===== src/rtl/te_normalized_min_scaler.sv =====
// te_normalized_min_scaler: computes w * min(Pc/Ac) per pixel as Q0.16 in a 4-stage valid/ready pipeline.
// Reloading the 1/Ac reciprocals drains the pipe first, so each pixel keeps the reciprocals it was accepted with.
module te_normalized_min_scaler #(
   parameter logic [15:0] OMEGA = 16'd62259,
   parameter int          INV_W = 17
) (
   input  logic             clk,
   input  logic             rst_n,
   input  logic             a_load_i,
   input  logic [INV_W-1:0] inv_a_r_i,
   input  logic [INV_W-1:0] inv_a_g_i,
   input  logic [INV_W-1:0] inv_a_b_i,
   input  logic             in_valid_i,
   output logic             in_ready_o,
   input  logic [7:0]       in_r_i,
   input  logic [7:0]       in_g_i,
   input  logic [7:0]       in_b_i,
   output logic             out_valid_o,
   input  logic             out_ready_i,
   output logic [15:0]      out_data_o,
   output logic             busy_load_o
);

   localparam int PW = INV_W + 8;

   typedef enum logic [1:0] {
      WAIT_A = 2'd0,
      RUN    = 2'd1,
      DRAIN  = 2'd2
   } state_e;

   state_e state_q, state_d;

   logic [INV_W-1:0] inv_r_q, inv_r_d;
   logic [INV_W-1:0] inv_g_q, inv_g_d;
   logic [INV_W-1:0] inv_b_q, inv_b_d;
   logic [INV_W-1:0] sh_r_q, sh_r_d;
   logic [INV_W-1:0] sh_g_q, sh_g_d;
   logic [INV_W-1:0] sh_b_q, sh_b_d;

   logic          v1_q, v2_q, v3_q, out_valid_q;
   logic [PW-1:0] pr_q, pg_q, pb_q;
   logic [PW-1:0] pr_d, pg_d, pb_d;
   logic [15:0]   m_q, m_d;
   logic [15:0]   q_q, q_d;
   logic [15:0]   out_data_q;

   logic          en;
   logic          accept;
   logic          pipe_empty;
   logic [15:0]   c_r, c_g, c_b;
   logic [31:0]   scaled;

   // One enable for every stage: the whole pipe moves or holds as a unit.
   assign en         = !out_valid_q || out_ready_i;
   assign accept     = in_valid_i && in_ready_o;
   assign pipe_empty = !v1_q && !v2_q && !v3_q && !out_valid_q;

   function automatic logic [15:0] clamp16(input logic [PW-1:0] p);
      return (p[PW-1:16] != '0) ? 16'hFFFF : p[15:0];
   endfunction

   // S1 products use the live reciprocal registers; they only change while the pipe is empty.
   assign pr_d = PW'(in_r_i) * PW'(inv_r_q);
   assign pg_d = PW'(in_g_i) * PW'(inv_g_q);
   assign pb_d = PW'(in_b_i) * PW'(inv_b_q);

   // NOTE: every variable assigned in an always_comb gets a default first, so no path can infer a latch.
   always_comb begin
      c_r = clamp16(pr_q);
      c_g = clamp16(pg_q);
      c_b = clamp16(pb_q);
      m_d = c_r;
      if (c_g < m_d) m_d = c_g;
      if (c_b < m_d) m_d = c_b;
   end

   assign scaled = 32'(m_q) * 32'(OMEGA);
   assign q_d    = scaled[31:16];

   always_comb begin
      state_d    = state_q;
      inv_r_d    = inv_r_q;
      inv_g_d    = inv_g_q;
      inv_b_d    = inv_b_q;
      sh_r_d     = sh_r_q;
      sh_g_d     = sh_g_q;
      sh_b_d     = sh_b_q;
      in_ready_o = 1'b0;
      unique case (state_q)
         WAIT_A: begin
            if (a_load_i) begin
               inv_r_d = inv_a_r_i;
               inv_g_d = inv_a_g_i;
               inv_b_d = inv_a_b_i;
               state_d = RUN;
            end
         end
         RUN: begin
            in_ready_o = en;
            if (a_load_i) begin
               sh_r_d  = inv_a_r_i;
               sh_g_d  = inv_a_g_i;
               sh_b_d  = inv_a_b_i;
               state_d = DRAIN;
            end
         end
         DRAIN: begin
            if (a_load_i) begin
               sh_r_d = inv_a_r_i;
               sh_g_d = inv_a_g_i;
               sh_b_d = inv_a_b_i;
            end
            // A load arriving on the very cycle the pipe empties is the newest value and wins.
            if (pipe_empty) begin
               inv_r_d = a_load_i ? inv_a_r_i : sh_r_q;
               inv_g_d = a_load_i ? inv_a_g_i : sh_g_q;
               inv_b_d = a_load_i ? inv_a_b_i : sh_b_q;
               state_d = RUN;
            end
         end
         default: state_d = WAIT_A;
      endcase
   end

   // NOTE: sequential state is written with non-blocking assignments only, so every register samples pre-edge values.
   always_ff @(posedge clk or negedge rst_n) begin
      if (!rst_n) begin
         state_q <= WAIT_A;
         inv_r_q <= '0;
         inv_g_q <= '0;
         inv_b_q <= '0;
         sh_r_q  <= '0;
         sh_g_q  <= '0;
         sh_b_q  <= '0;
      end else begin
         state_q <= state_d;
         inv_r_q <= inv_r_d;
         inv_g_q <= inv_g_d;
         inv_b_q <= inv_b_d;
         sh_r_q  <= sh_r_d;
         sh_g_q  <= sh_g_d;
         sh_b_q  <= sh_b_d;
      end
   end

   always_ff @(posedge clk or negedge rst_n) begin
      if (!rst_n) begin
         v1_q        <= 1'b0;
         v2_q        <= 1'b0;
         v3_q        <= 1'b0;
         out_valid_q <= 1'b0;
         pr_q        <= '0;
         pg_q        <= '0;
         pb_q        <= '0;
         m_q         <= '0;
         q_q         <= '0;
         out_data_q  <= '0;
      end else if (en) begin
         v1_q        <= accept;
         v2_q        <= v1_q;
         v3_q        <= v2_q;
         out_valid_q <= v3_q;
         if (accept) begin
            pr_q <= pr_d;
            pg_q <= pg_d;
            pb_q <= pb_d;
         end
         m_q        <= m_d;
         q_q        <= q_d;
         out_data_q <= q_q;
      end
   end

   assign out_valid_o = out_valid_q;
   assign out_data_o  = out_data_q;
   assign busy_load_o = (state_q != RUN);

   stall_hold_a : assert property (@(posedge clk) disable iff (!rst_n)
      (out_valid_q && !out_ready_i) |=> (out_valid_q && $stable(out_data_q)));

   no_accept_when_loading_a : assert property (@(posedge clk) disable iff (!rst_n)
      (state_q != RUN) |-> !in_ready_o);

endmodule


===== config.mk =====
export PLATFORM = sky130hd
export DESIGN_NAME = te_normalized_min_scaler
export DESIGN_NICKNAME = d
export VERILOG_FILES = /design/src/rtl/te_normalized_min_scaler.sv
export SDC_FILE = /design/constraint.sdc
export NUM_CORES = 2
export LEC_CHECK = 0
export ABC_AREA = 1
export CAP_MARGIN = 20
export CORE_AREA = 2 2 226 283
export CTS_BUF_LIST = sky130_fd_sc_hd__clkbuf_4 sky130_fd_sc_hd__clkbuf_8
export DETAILED_ROUTE_END_ITERATION = 8
export DIE_AREA = 0 0 228 285
export GPL_TIMING_DRIVEN = 1
export HOLD_SLACK_MARGIN = 0.15
export PLACE_DENSITY_LB_ADDON = 0.25
export SETUP_SLACK_MARGIN = 0.05
export SYNTH_ARGS = -nofsm -noshare
export SYNTH_HDL_FRONTEND = slang
export SYNTH_SLANG_ARGS = --single-unit

===== constraint.sdc =====
create_clock -name clk -period 12.8 [get_ports clk]
set_clock_uncertainty 0.2 [all_clocks]
set_input_delay 3.2 -clock clk [delete_from_list [all_inputs] [get_ports clk]]
set_output_delay 3.2 -clock clk [all_outputs]
set_load 0.01 [all_outputs]

# --- Word-level counts from Yosys, hierarchy flattened ---
# Cells that the tools add are included.
word_totals:
  out_inout_bits: 19
  reg_bits: 231
  inputBits: 80
classes:
  mux: 22
  reduce_logical: 18
  multipliers: 4
  n_eq_ne: 6
  magnitude_cmp: 2
op_table:
  columns: ["operator", "n"]
  rows:
  - ["$mux 17", 9]
  - ["$pmux 17 s2", 3]
  - ["$mux 16", 5]
  - ["$mul 8x17->25", 3]
  - ["$lt 16x16->1", 2]
  - ["$mul 16x16->32 const B", 1]
  - ["$reduce_bool 9->1", 3]
  - ["$mux 2", 3]
  - ["$ne 2x2->1 const B", 3]
  - ["$pmux 2 s3", 1]
  - ["$reduce_and 3->1", 2]
  - ["$logic_and 1x1->1", 4]
  - ["$logic_not 1->1", 4]
  - ["$eq 2x1->1 const B", 1]
  - ["$eq 2x2->1 const B", 1]
  - ["$logic_not 2->1", 1]
  - ["$ne 2x1->1 const B", 1]
  - ["$reduce_and 2->1", 1]
  - ["$reduce_bool 2->1", 1]
  - ["$reduce_or 2->1", 1]
  - ["$logic_or 1x1->1", 1]
  - ["$mux 1", 1]

# --- Longest topological paths before layout ---
depth:
  word_depth: 6
  mapped_depth: 31
  depth_no_buf: 28

# --- Worst setup path before layout ---
# OpenSTA, ideal clock, no wires.
synth_path:
  kind: "input to register"
  start: "input port in_g_i[2]"
  end: "register pg_q[23]"
  required_ns: 12.469
  path_slack_ns: 4.879
  setup_ns: 0.131
  arrival_ns: 7.590
  path_stages: 21
  path_cell_list: "clkbuf_1 clkbuf_1 nand2_1 fa_1 fa_1 fa_1 fa_1 inv_1 ha_1 nand2_1 inv_2 a21oi_1 o21ai_1 a21boi_1 o21ai_1 a21boi_1 o21ai_1 a21boi_1 o21ai_1 xor2_1 o21ai_1"
synth_via:
  elab_chain_len: 1
synth_lines:
  columns: ["element", "line_no", "source"]
  rows:
  - ["from (decl)", "16", "input logic [7:0] in_g_i,"]
  - ["$mul 8x17->25", "65", "assign pg_d = PW'(in_g_i) * PW'(inv_g_q);"]
  - ["to (signal assigned)", "166", "pg_q <= pg_d;"]
  - ["to (decl)", "42", "logic [PW-1:0] pr_q, pg_q, pb_q;"]
# No other way between the ends.
# A chain may end at the register's enable or synchronous reset.

# --- Worst setup path in the final report ---
layout_path:
  start: "input port out_ready_i"
  end: "output port in_ready_o"
layout_via:
  elab_chain_len: 2
layout_lines:
  columns: ["element", "line_no", "source"]
  rows:
  - ["from (decl)", "19", "input logic out_ready_i,"]
  - ["$logic_or 1x1->1", "55", "assign en = !out_valid_q || out_ready_i;"]
  - ["$mux 1", "90", "unique case (state_q)"]
  - ["to (decl)", "14", "output logic in_ready_o,"]
# No other way between the ends.

==> results.md <==
- H-tree depth: 2
- Skew-Pair Late Insertion Delay: 630 ps
- # setup viols final: 0
- Setup TNS: 0 ps
- Sequential Area: 0.005781 mm2
- Min-delay worst type: flop to flop
- Max_slew headroom: 29.64%
- Post-Synth Simple-Gate Area: 15.26%
- DIE AREA: 0.06498 mm2
- TritonCTS clock tree: yes
- Largest net degree at the start of global routing: 103
- DR vias: 21,090
- Final Non-Filler Cells: 4,328
- Total placed cells including tap cells: 4,256
- Met3 Usage GRT: 2.350%
- Worst-Margin Slew: 1055 ps
- Mux share of post-synthesis cell area: 1.799%
- Final Slew Violations: 0
- WHS Path Cells: 2
- Multi-input logic area: 0.01902 mm2
- Share of the cycle needed by the critical path after routing: 67.00%
- Worst-path clk slew: 60 ps
- Vias in the first global route: 22,280
- R2R Setup Slk: 6850 ps
- Fin. Hold Viols: 0
- Final WL: 61,810 um
- I/O pins: 99
- CTS Root Cell: clkbuf_8
- Fill count: 6,243
- NumNets Final: 4,201
- Met1 usage: 23.77%
- Post-synth EDFFs: 0
- Synth Area in Compound Gates: 8.924%
- Ys Warns: 0
- Post-Synth Adder-Cell Area: 38.90%
- Min Hold Slack: 235.8 ps
- Routed Antenna Nets: 0
- Largest family of logic cells by synthesized area: adder cells
- Register-to-Register Path Depth: 18
- Placer Congestion: 0.8587
- Most frequent cell after synthesis: nand2_1
- Clk buf depth: 3
- Mapped Cells: 3,482
- Mean Syn Cell Area: 8.150 um2
- Share of layout cells above drive strength 1: 3.613%
- Postcts setup bufs: 0
- Port Buffers: 98
- Final core area utilization: 49.11%
- CTS buffer count: 41
- Post-synth ARST share: 100.0%
- Post_cts resized: 0
- RSZ-0062 raised after global routing: no
- Max Cap Violations: 0
- Synth unique cells: 46
- Worst Path Class, Setup: primary input to primary output
- DP HPWL: 48,880 um
- Post-synth top area share: 25.89%
- Die Ht: 285 um
- Top post-synthesis cells by area: fa_1, dfrtp_1, ha_1
- DR pass1 iterations: 5
- Busiest grt layer: met2
- Data arrival, critical path: 5180 ps
- Critical Path RT: 9400 ps
- Worst Setup End Kind: primary output
- Die span in x: 228 um
- DRC Markers: 0
- First-pass GRT wire length: 106,900 um
- Seq cells post-synth: 231
- CP startpoint kind: primary input
- Area leader, netlist: fa_1
- Status: completed
- Worst-path fanout max: 56
- Top_reg_cell synth: dfrtp_1
- M2 GR Usage: 37.56%
- Min Clock Period, post-route: 8576 ps
- Net count after synthesis: 4,224
- Core Box Area: 0.06263 mm2
- Initial antenna violation count: 1
- Post-Synth XOR/XNOR Area: 2.037%
- Grt total ovfl: 0
- WL/cell: 14.28 um
- Hold-fix buffers, CTS: 0
- Total GRT Usage: 19.96%
- Synthesized cell area: 0.02838 mm2
- Area Growth Syn to Fin: 8.381%
- Fmax: 0.1166 GHz
- Register area share after synthesis: 20.37%
- Initial DRC Count: 897
- Clock Sinks: 231
- Top cells by count, synth: nand2_1, inv_1, fa_1
- Initial core utilization: 45.31%
- Via density: 4.872
- # rows: 103
-- cell usage in the layout (no fill, tap or decap), drive strengths merged, types with 12 or more instances in the layout --
master / synthesis / final
inv: 782 / 782
clkdlybuf4s50: 0 / 96
dfrtp: 231 / 231
clkbuf: 163 / 60
a21oi: 98 / 98
xor2: 37 / 37
ha: 295 / 295
nand2: 903 / 903
o21a: 54 / 54
nor2: 86 / 86
o21ai: 187 / 187
xnor2: 29 / 29
mux2i: 51 / 51
fa: 367 / 367
buf: 11 / 12
o211ai: 56 / 56
nand3: 66 / 66
-- area by class of cell --
type	count	area share [%]
Inverter	782	9.548
Antenna cell	1	0.008136
Timing Repair Buffer	108	3.442
Multi-Input combinational cell	2295	61.83
Tap cell	840	3.417
Clock buffer	60	2.481
Clock inverter	11	0.4841
Sequential cell	231	18.79
-- per-stage QoR --
step           cell area (um2)  setup slack [ps]
2_1_floorplan            28380              4879
6_report                 30760              4224
3_3_place_gp             29840              4080
4_1_cts                  30750              4222
3_5_place_dp             29840              4025
5_1_grt                  30760              4135
-- logic make-up (layout without fill, tap and decap cells) --
logic type               after synthesis  in the layout
XOR/XNOR                              66             66
adder cells (fa/ha/maj)              662            662
buffers and inverters                956            961
AND/OR/NAND/NOR                     1087           1087
AO/OA/AOI/OAI                        429            429
flip-flops                           231            231
multiplexers                          51             51
other                                  0              1
-- critical path, stage by stage --
cell             delay (ps)
clkdlybuf4s50_1         510
nor2_4                   50
buf_4                   310
nor2_1                  450
clkdlybuf4s50_1         630
-- worst paths after layout --
kind / to / startpoint
max in group asynchronous: pg_q[1] / rst_n
setup reg to reg: m_q[1] / pg_q[21]
min in group asynchronous: out_data_o[3] / rst_n
setup / recovery: in_ready_o / out_ready_i
hold reg to reg: v2_q / v1_q
hold / removal: v2_q / v1_q
-- sequential cells by signal, indices dropped and copies added, names as in the netlist --
name	cells
inv_b_q	17
inv_g_q	17
inv_r_q	17
m_q	16
out_data_o	16
out_valid_o	1
pb_q	25
pg_q	25
pr_q	25
q_q	16
sh_b_q	17
sh_g_q	17
sh_r_q	17
state_q	2
v1_q	1
v2_q	1
v3_q	1
-- layer usage --
layer | vias to the layer above | wire (um)
li1 | 10490 | -
met1 | 10230 | 26220
met2 | 269 | 32140
met3 | 93 | 1739
met4 | 0 | 1717
met5 | - | 0
Power is not shown: default switching activity piles up to over one toggle a cycle in this logic, so the estimate is an artifact.
